[config.mk]
export PLATFORM = sky130hd
export DESIGN_NAME = sync_fifo_ext_flat
export DESIGN_NICKNAME = d
export VERILOG_FILES = /design/src/rtl/sync_fifo_ext_if.sv /design/src/rtl/sync_fifo_ext.sv /design/src/flat_wrapper.sv
export SDC_FILE = /design/constraint.sdc
export NUM_CORES = 1
export LEC_CHECK = 0
export CORE_MARGIN = 3
export CORE_UTILIZATION = 50
export CTS_CLUSTER_DIAMETER = 120
export DETAILED_ROUTE_END_ITERATION = 7
export GPL_TIMING_DRIVEN = 0
export PLACE_DENSITY_LB_ADDON = 0.1
export SLEW_MARGIN = 0
export SYNTH_ARGS = -nofsm -noshare
export SYNTH_HDL_FRONTEND = slang
export SYNTH_SLANG_ARGS = --single-unit
[constraint.sdc]
create_clock -name clk -period 3.3 [get_ports clk]
set_clock_uncertainty 0.2 [all_clocks]
set_input_delay 0.66 -clock clk [delete_from_list [all_inputs] [get_ports clk]]
set_output_delay 0.66 -clock clk [all_outputs]
set_load 0.02 [all_outputs]
[src/rtl/sync_fifo_ext_if.sv]
// Producer/consumer handshake bundle for sync_fifo_ext.
// master: the side that issues writes/reads; slave: the FIFO itself.
interface sync_fifo_ext_if #(
  parameter int unsigned DEPTH      = 8,
  parameter int unsigned DATA_WIDTH = 8
);
  localparam int unsigned CntW = $clog2(DEPTH) + 1;

  logic                  w_en;
  logic                  r_en;
  logic                  clr;
  logic [DATA_WIDTH-1:0] data_in;
  logic [DATA_WIDTH-1:0] data_out;
  logic                  full;
  logic                  empty;
  logic                  almost_full;
  logic                  almost_empty;
  logic [CntW-1:0]       count;
  logic                  overflow;
  logic                  underflow;

  modport master (
    output w_en, r_en, clr, data_in,
    input  data_out, full, empty, almost_full, almost_empty, count, overflow, underflow
  );

  modport slave (
    input  w_en, r_en, clr, data_in,
    output data_out, full, empty, almost_full, almost_empty, count, overflow, underflow
  );
endinterface

[src/rtl/sync_fifo_ext.sv]
// Synchronous FIFO with occupancy count, almost-full/empty thresholds, sticky
// overflow/underflow flags, synchronous flush and optional first-word-fall-through.
module sync_fifo_ext #(
  parameter int unsigned DEPTH         = 8,
  parameter int unsigned DATA_WIDTH    = 8,
  parameter int unsigned AFULL_THRESH  = DEPTH - 2,
  parameter int unsigned AEMPTY_THRESH = 2,
  parameter bit          FWFT          = 1'b0
) (
  input logic             clk,
  input logic             rst_n,
  sync_fifo_ext_if.slave  bus
);
  localparam int unsigned PtrW = $clog2(DEPTH);
  localparam int unsigned CntW = PtrW + 1;

  logic [DATA_WIDTH-1:0] mem_q [DEPTH];
  logic [PtrW-1:0]       wptr_q, wptr_d;
  logic [PtrW-1:0]       rptr_q, rptr_d;
  logic [CntW-1:0]       count_q, count_d;
  logic                  ovf_q, ovf_d;
  logic                  udf_q, udf_d;
  logic                  full, empty;
  logic                  rd_ok, wr_ok;

  // Status decode and accept rules; clr suppresses both accepts so nothing moves.
  always_comb begin
    full  = (count_q == CntW'(DEPTH));
    empty = (count_q == '0);
    rd_ok = bus.r_en & ~empty & ~bus.clr;
    // A read in the same cycle frees a slot, so a full FIFO still takes the write.
    wr_ok = bus.w_en & (~full | rd_ok) & ~bus.clr;
  end

  // Next-state for pointers, count and sticky error flags.
  always_comb begin
    wptr_d  = wptr_q;
    rptr_d  = rptr_q;
    count_d = count_q;
    ovf_d   = ovf_q;
    udf_d   = udf_q;
    if (bus.clr) begin
      wptr_d  = '0;
      rptr_d  = '0;
      count_d = '0;
      ovf_d   = 1'b0;
      udf_d   = 1'b0;
    end else begin
      if (wr_ok) wptr_d = wptr_q + PtrW'(1);
      if (rd_ok) rptr_d = rptr_q + PtrW'(1);
      count_d = count_q + CntW'(wr_ok) - CntW'(rd_ok);
      if (bus.w_en && !wr_ok) ovf_d = 1'b1;
      if (bus.r_en && empty)  udf_d = 1'b1;
    end
  end

  // Control state register.
  always_ff @(posedge clk or negedge rst_n) begin
    if (!rst_n) begin
      wptr_q  <= '0;
      rptr_q  <= '0;
      count_q <= '0;
      ovf_q   <= 1'b0;
      udf_q   <= 1'b0;
    end else begin
      wptr_q  <= wptr_d;
      rptr_q  <= rptr_d;
      count_q <= count_d;
      ovf_q   <= ovf_d;
      udf_q   <= udf_d;
    end
  end

  // Storage array; contents survive flush and reset, only the pointers move.
  always_ff @(posedge clk) begin
    if (wr_ok) mem_q[wptr_q] <= bus.data_in;
  end

  if (FWFT) begin : g_fwft
    // Head word is always presented; stale while empty.
    assign bus.data_out = mem_q[rptr_q];
  end else begin : g_reg
    logic [DATA_WIDTH-1:0] dout_q;

    // Registered read port; holds its value unless a read is accepted.
    always_ff @(posedge clk or negedge rst_n) begin
      if (!rst_n) begin
        dout_q <= '0;
      end else if (bus.clr) begin
        dout_q <= '0;
      end else if (rd_ok) begin
        dout_q <= mem_q[rptr_q];
      end
    end

    assign bus.data_out = dout_q;
  end

  assign bus.full         = full;
  assign bus.empty        = empty;
  assign bus.almost_full  = (count_q >= CntW'(AFULL_THRESH));
  assign bus.almost_empty = (count_q <= CntW'(AEMPTY_THRESH));
  assign bus.count        = count_q;
  assign bus.overflow     = ovf_q;
  assign bus.underflow    = udf_q;
endmodule

[src/flat_wrapper.sv]
// flat-port wrapper written by rule: the top's interface ports become plain ports
module sync_fifo_ext_flat 
#(
  parameter int unsigned DEPTH         = 8,
  parameter int unsigned DATA_WIDTH    = 8,
  parameter int unsigned AFULL_THRESH  = DEPTH - 2,
  parameter int unsigned AEMPTY_THRESH = 2,
  parameter bit          FWFT          = 1'b0
)
  (clk, rst_n, bus_w_en, bus_r_en, bus_clr, bus_data_in, bus_data_out, bus_full, bus_empty, bus_almost_full, bus_almost_empty, bus_count, bus_overflow, bus_underflow);
  sync_fifo_ext_if #(.DEPTH(DEPTH), .DATA_WIDTH(DATA_WIDTH)) bus_i ();
  input logic clk;
  input logic rst_n;
  input wire logic [$bits(bus_i.w_en)-1:0] bus_w_en;
  input wire logic [$bits(bus_i.r_en)-1:0] bus_r_en;
  input wire logic [$bits(bus_i.clr)-1:0] bus_clr;
  input wire logic [$bits(bus_i.data_in)-1:0] bus_data_in;
  output wire logic [$bits(bus_i.data_out)-1:0] bus_data_out;
  output wire logic [$bits(bus_i.full)-1:0] bus_full;
  output wire logic [$bits(bus_i.empty)-1:0] bus_empty;
  output wire logic [$bits(bus_i.almost_full)-1:0] bus_almost_full;
  output wire logic [$bits(bus_i.almost_empty)-1:0] bus_almost_empty;
  output wire logic [$bits(bus_i.count)-1:0] bus_count;
  output wire logic [$bits(bus_i.overflow)-1:0] bus_overflow;
  output wire logic [$bits(bus_i.underflow)-1:0] bus_underflow;
  assign bus_i.w_en = bus_w_en;
  assign bus_i.r_en = bus_r_en;
  assign bus_i.clr = bus_clr;
  assign bus_i.data_in = bus_data_in;
  assign bus_data_out = bus_i.data_out;
  assign bus_full = bus_i.full;
  assign bus_empty = bus_i.empty;
  assign bus_almost_full = bus_i.almost_full;
  assign bus_almost_empty = bus_i.almost_empty;
  assign bus_count = bus_i.count;
  assign bus_overflow = bus_i.overflow;
  assign bus_underflow = bus_i.underflow;
  sync_fifo_ext #(.DEPTH(DEPTH), .DATA_WIDTH(DATA_WIDTH), .AFULL_THRESH(AFULL_THRESH), .AEMPTY_THRESH(AEMPTY_THRESH), .FWFT(FWFT)) u_core (.clk(clk), .rst_n(rst_n), .bus(bus_i));
endmodule
==> results.yml <==
cts:
  htreeDepth: 3
  insertion_delay_ns: 0.35
  clk_pin_slew_ns: 0.09
  hold_buffers: 0
  postCtsSetupRepairBufs: 0
  clock-sinks: 84
  cts_resized: 0
  clockBufferDepth: 2
  cts-root-buf: "clkbuf_8"
  numCtsBuffers: 9
  cts_tree: "done"
setup_path:
  required_ns: 3.16
  path_cells: "clkdlybuf4s50_1 -> nor3b_2 -> o211a_4 -> nand2_2 -> nor3_1 -> buf_4"
  cp_top_family: "simple AND/OR/NAND/NOR gates"
  path_buf_inv: 2
  cpPeakStageDelay_ns: 0.63
  critical_path_class: "input port to flop"
  cp_slowest_cell: "clkdlybuf4s50_1"
  cp_max_fo: 7
  crit_arrival_ns: 2.96
  setup.worst_path.end_class: "flop"
  cp-start-kind: "input port"
power:
  power.total_mw: 3.17
  peakVddDrop_mv: 0.441
  p_leak_nw: 1.56
  power_density_nw_per_um2: 742
placement:
  post-place-cells: 353
  dpl.hpwl_mm: 4.58
  numPortBuffers: 30
  place.gp.congestion: 0.746
routing:
  dr_wl_met3_um: 246
  drc: 0
  dr_wl_met2_mm: 3.20
  wire_per_inst_um: 18.6
  num_vias: 1954
  vias_per_cell: 5.30
  wirelength_met1_mm: 3.30
  drt-total-wl_mm: 6.85
  ant_nets: 0
  firstDrtPassIters: 4
  drt_iter0_drc: 101
  routed.top_layer: "met4"
cells_and_area:
  nets: 293
  area_growth_pct: 18.2
  layoutNonFillerInstCount: 369
  antenna_cells: 0
  drive_above_1_share: 0.183
  fillers: 533
yosys:
  yosysTopAreaCell: "edfxtp_1"
  synth-seq-cells: 84
  synth.distinct_cells: 39
  ys_top_cells_by_area: "edfxtp_1 (53%), dfrtp_1 (14%), mux4_2 (5.0%), mux2i_1 (4.7%), ha_1 (3.8%)"
  yosysMostFrequentCell: "edfxtp_1"
  syn_area_um2: 3620
  synth_edf_count: 64
  synth_flop_cell: "edfxtp_1"
  synth_top_cells_by_count: "edfxtp_1 (64), nand2_1 (21), dfrtp_1 (20), mux2i_1 (17), nor2_1 (16)"
  async_flop_share: 0.238
  avgSynthCellArea_um2: 16.0
  ys_warn_count: 0
  syn_nets: 251
  yosysSeqAreaShare: 0.669
  syn_inst: 226
  synth_top_area_frac: 0.531
timing:
  max_freq_mhz: 322
  slew-limit-headroom: 0.357
  setup_viol: 0
  final-max-slew-violation-count: 0
  rsz0062_at_grt: "no"
  hold_viol: 0
  fin_crit_sh: 0.940
  period_needed_ns: 3.10
  worst_slew_pin_slew_ns: 0.961
run:
  maxCapViolations: 0
global_routing:
  grt_pass1_vias: 2032
  antenna_found_initial: 0
  track_usage: 0.180
  grt_pass1_wl_mm: 11.1
  grt_max_degree: 21
  grt.overflow.total: 0
floorplan:
  core_um2: 6910
  initial_utilization: 0.524
  die_h_um: 91.1
  io_pins: 31
  dieArea_um2: 8300
  die_w_um: 91.1
  rows: 30
run_status:
  status: "completed"
hold_path:
  hold_path_class: "flop to flop"
-- power breakdown --
| group | total [mW] | internal [mW] | switching [mW] |
|---|---|---|---|
| Sequential | 1.31 | 1.24 | 0.0700 |
| Combinational | 1.04 | 0.513 | 0.528 |
| Clock | 0.828 | 0.438 | 0.390 |
| Total | 3.17 | 2.19 | 0.988 |
-- flip-flops by register name (all words and copies together), names as in the netlist --
signal,count
u_core.mem_q,64
u_core.bus.data_out,8
u_core.bus.count,4
u_core.rptr_q,3
u_core.bus.underflow,1
u_core.wptr_q,3
u_core.bus.overflow,1
-- per-stage QoR --
step	TNS (ns)	hold WS [ns]	util	cell area, um^2	worst slack [ns]
after global routing	0	0.300	0.620	4280	0.0334
after floorplan	0	0.164	-	3620	0.320
after global placement	-5.27	0.260	0.585	4040	-0.491
after CTS	0	0.283	0.619	4280	0.0958
final	0	0.278	0.620	4280	0.198
after detailed placement	-2.85	0.262	0.586	4050	-0.192
-- cells by family after synthesis --
| logic type | share of synthesized area |
|---|---|
| and+or+nand+nor | 0.0719 |
| xor gates and xnor gates | 0.0145 |
| AOI/OAI and AO/OA | 0.0701 |
| DFF | 0.669 |
| buffers and inverters | 0.0342 |
| adders and majority gates | 0.0435 |
| muxes | 0.0968 |
-- cell usage in the layout (no fill, tap or decap), drive strengths merged, types with 5 or more instances in the layout --
| cell type | n |
|---|---|
| inv | 12 |
| mux4 | 8 |
| nor2 | 16 |
| ha | 11 |
| o211ai | 9 |
| a22oi | 8 |
| clkdlybuf4s50 | 29 |
| nand2 | 22 |
| dfrtp | 20 |
| clkbuf | 10 |
| mux2i | 17 |
| a21oi | 5 |
| edfxtp | 64 |
| buf | 10 |
-- routing by layer --
layer	track usage	vias to the layer above
met1	0.259	983
met2	0.270	40
met3	0.0323	9
li1	-	922
met4	0.0766	0
met5	0	-
-- final timing paths --
path	slack [ns]	depth (start not counted)	start	endpoint
worst min register to register	0.28	2	u_core.bus.data_out[6]	u_core.bus.data_out[6]
worst max-delay path	0.20	6	bus_r_en	u_core.mem_q[2][4]
worst min-delay path	0.28	2	u_core.bus.data_out[6]	u_core.bus.data_out[6]
min in group asynchronous	0.64	1	rst_n	u_core.bus.data_out[0]
worst max register to register	0.20	12	u_core.bus.count[2]	u_core.bus.count[2]
max in group asynchronous	1.67	1	rst_n	u_core.bus.count[0]
-- tightest hold or removal path, cell delays in order (launching register included) --
cell,delay [ns]
dfrtp_1,0.35
nand2_1,0.05
nand2_1,0.05
-- layout make-up --
| type | count | area, um^2 | share of cell area |
|---|---|---|---|
| Multi-Input combinational cell | 123 | 1070 | 0.251 |
| Tap cell | 96 | 120 | 0.0281 |
| Sequential cell | 84 | 2420 | 0.566 |
| Clock inverter | 7 | 105 | 0.0246 |
| Buffer | 10 | 90.1 | 0.0210 |
| Inverter | 9 | 33.8 | 0.00789 |
| Timing Repair Buffer | 31 | 310 | 0.0725 |
| Clock buffer | 9 | 124 | 0.0289 |
(Power assumes the default switching activity.)
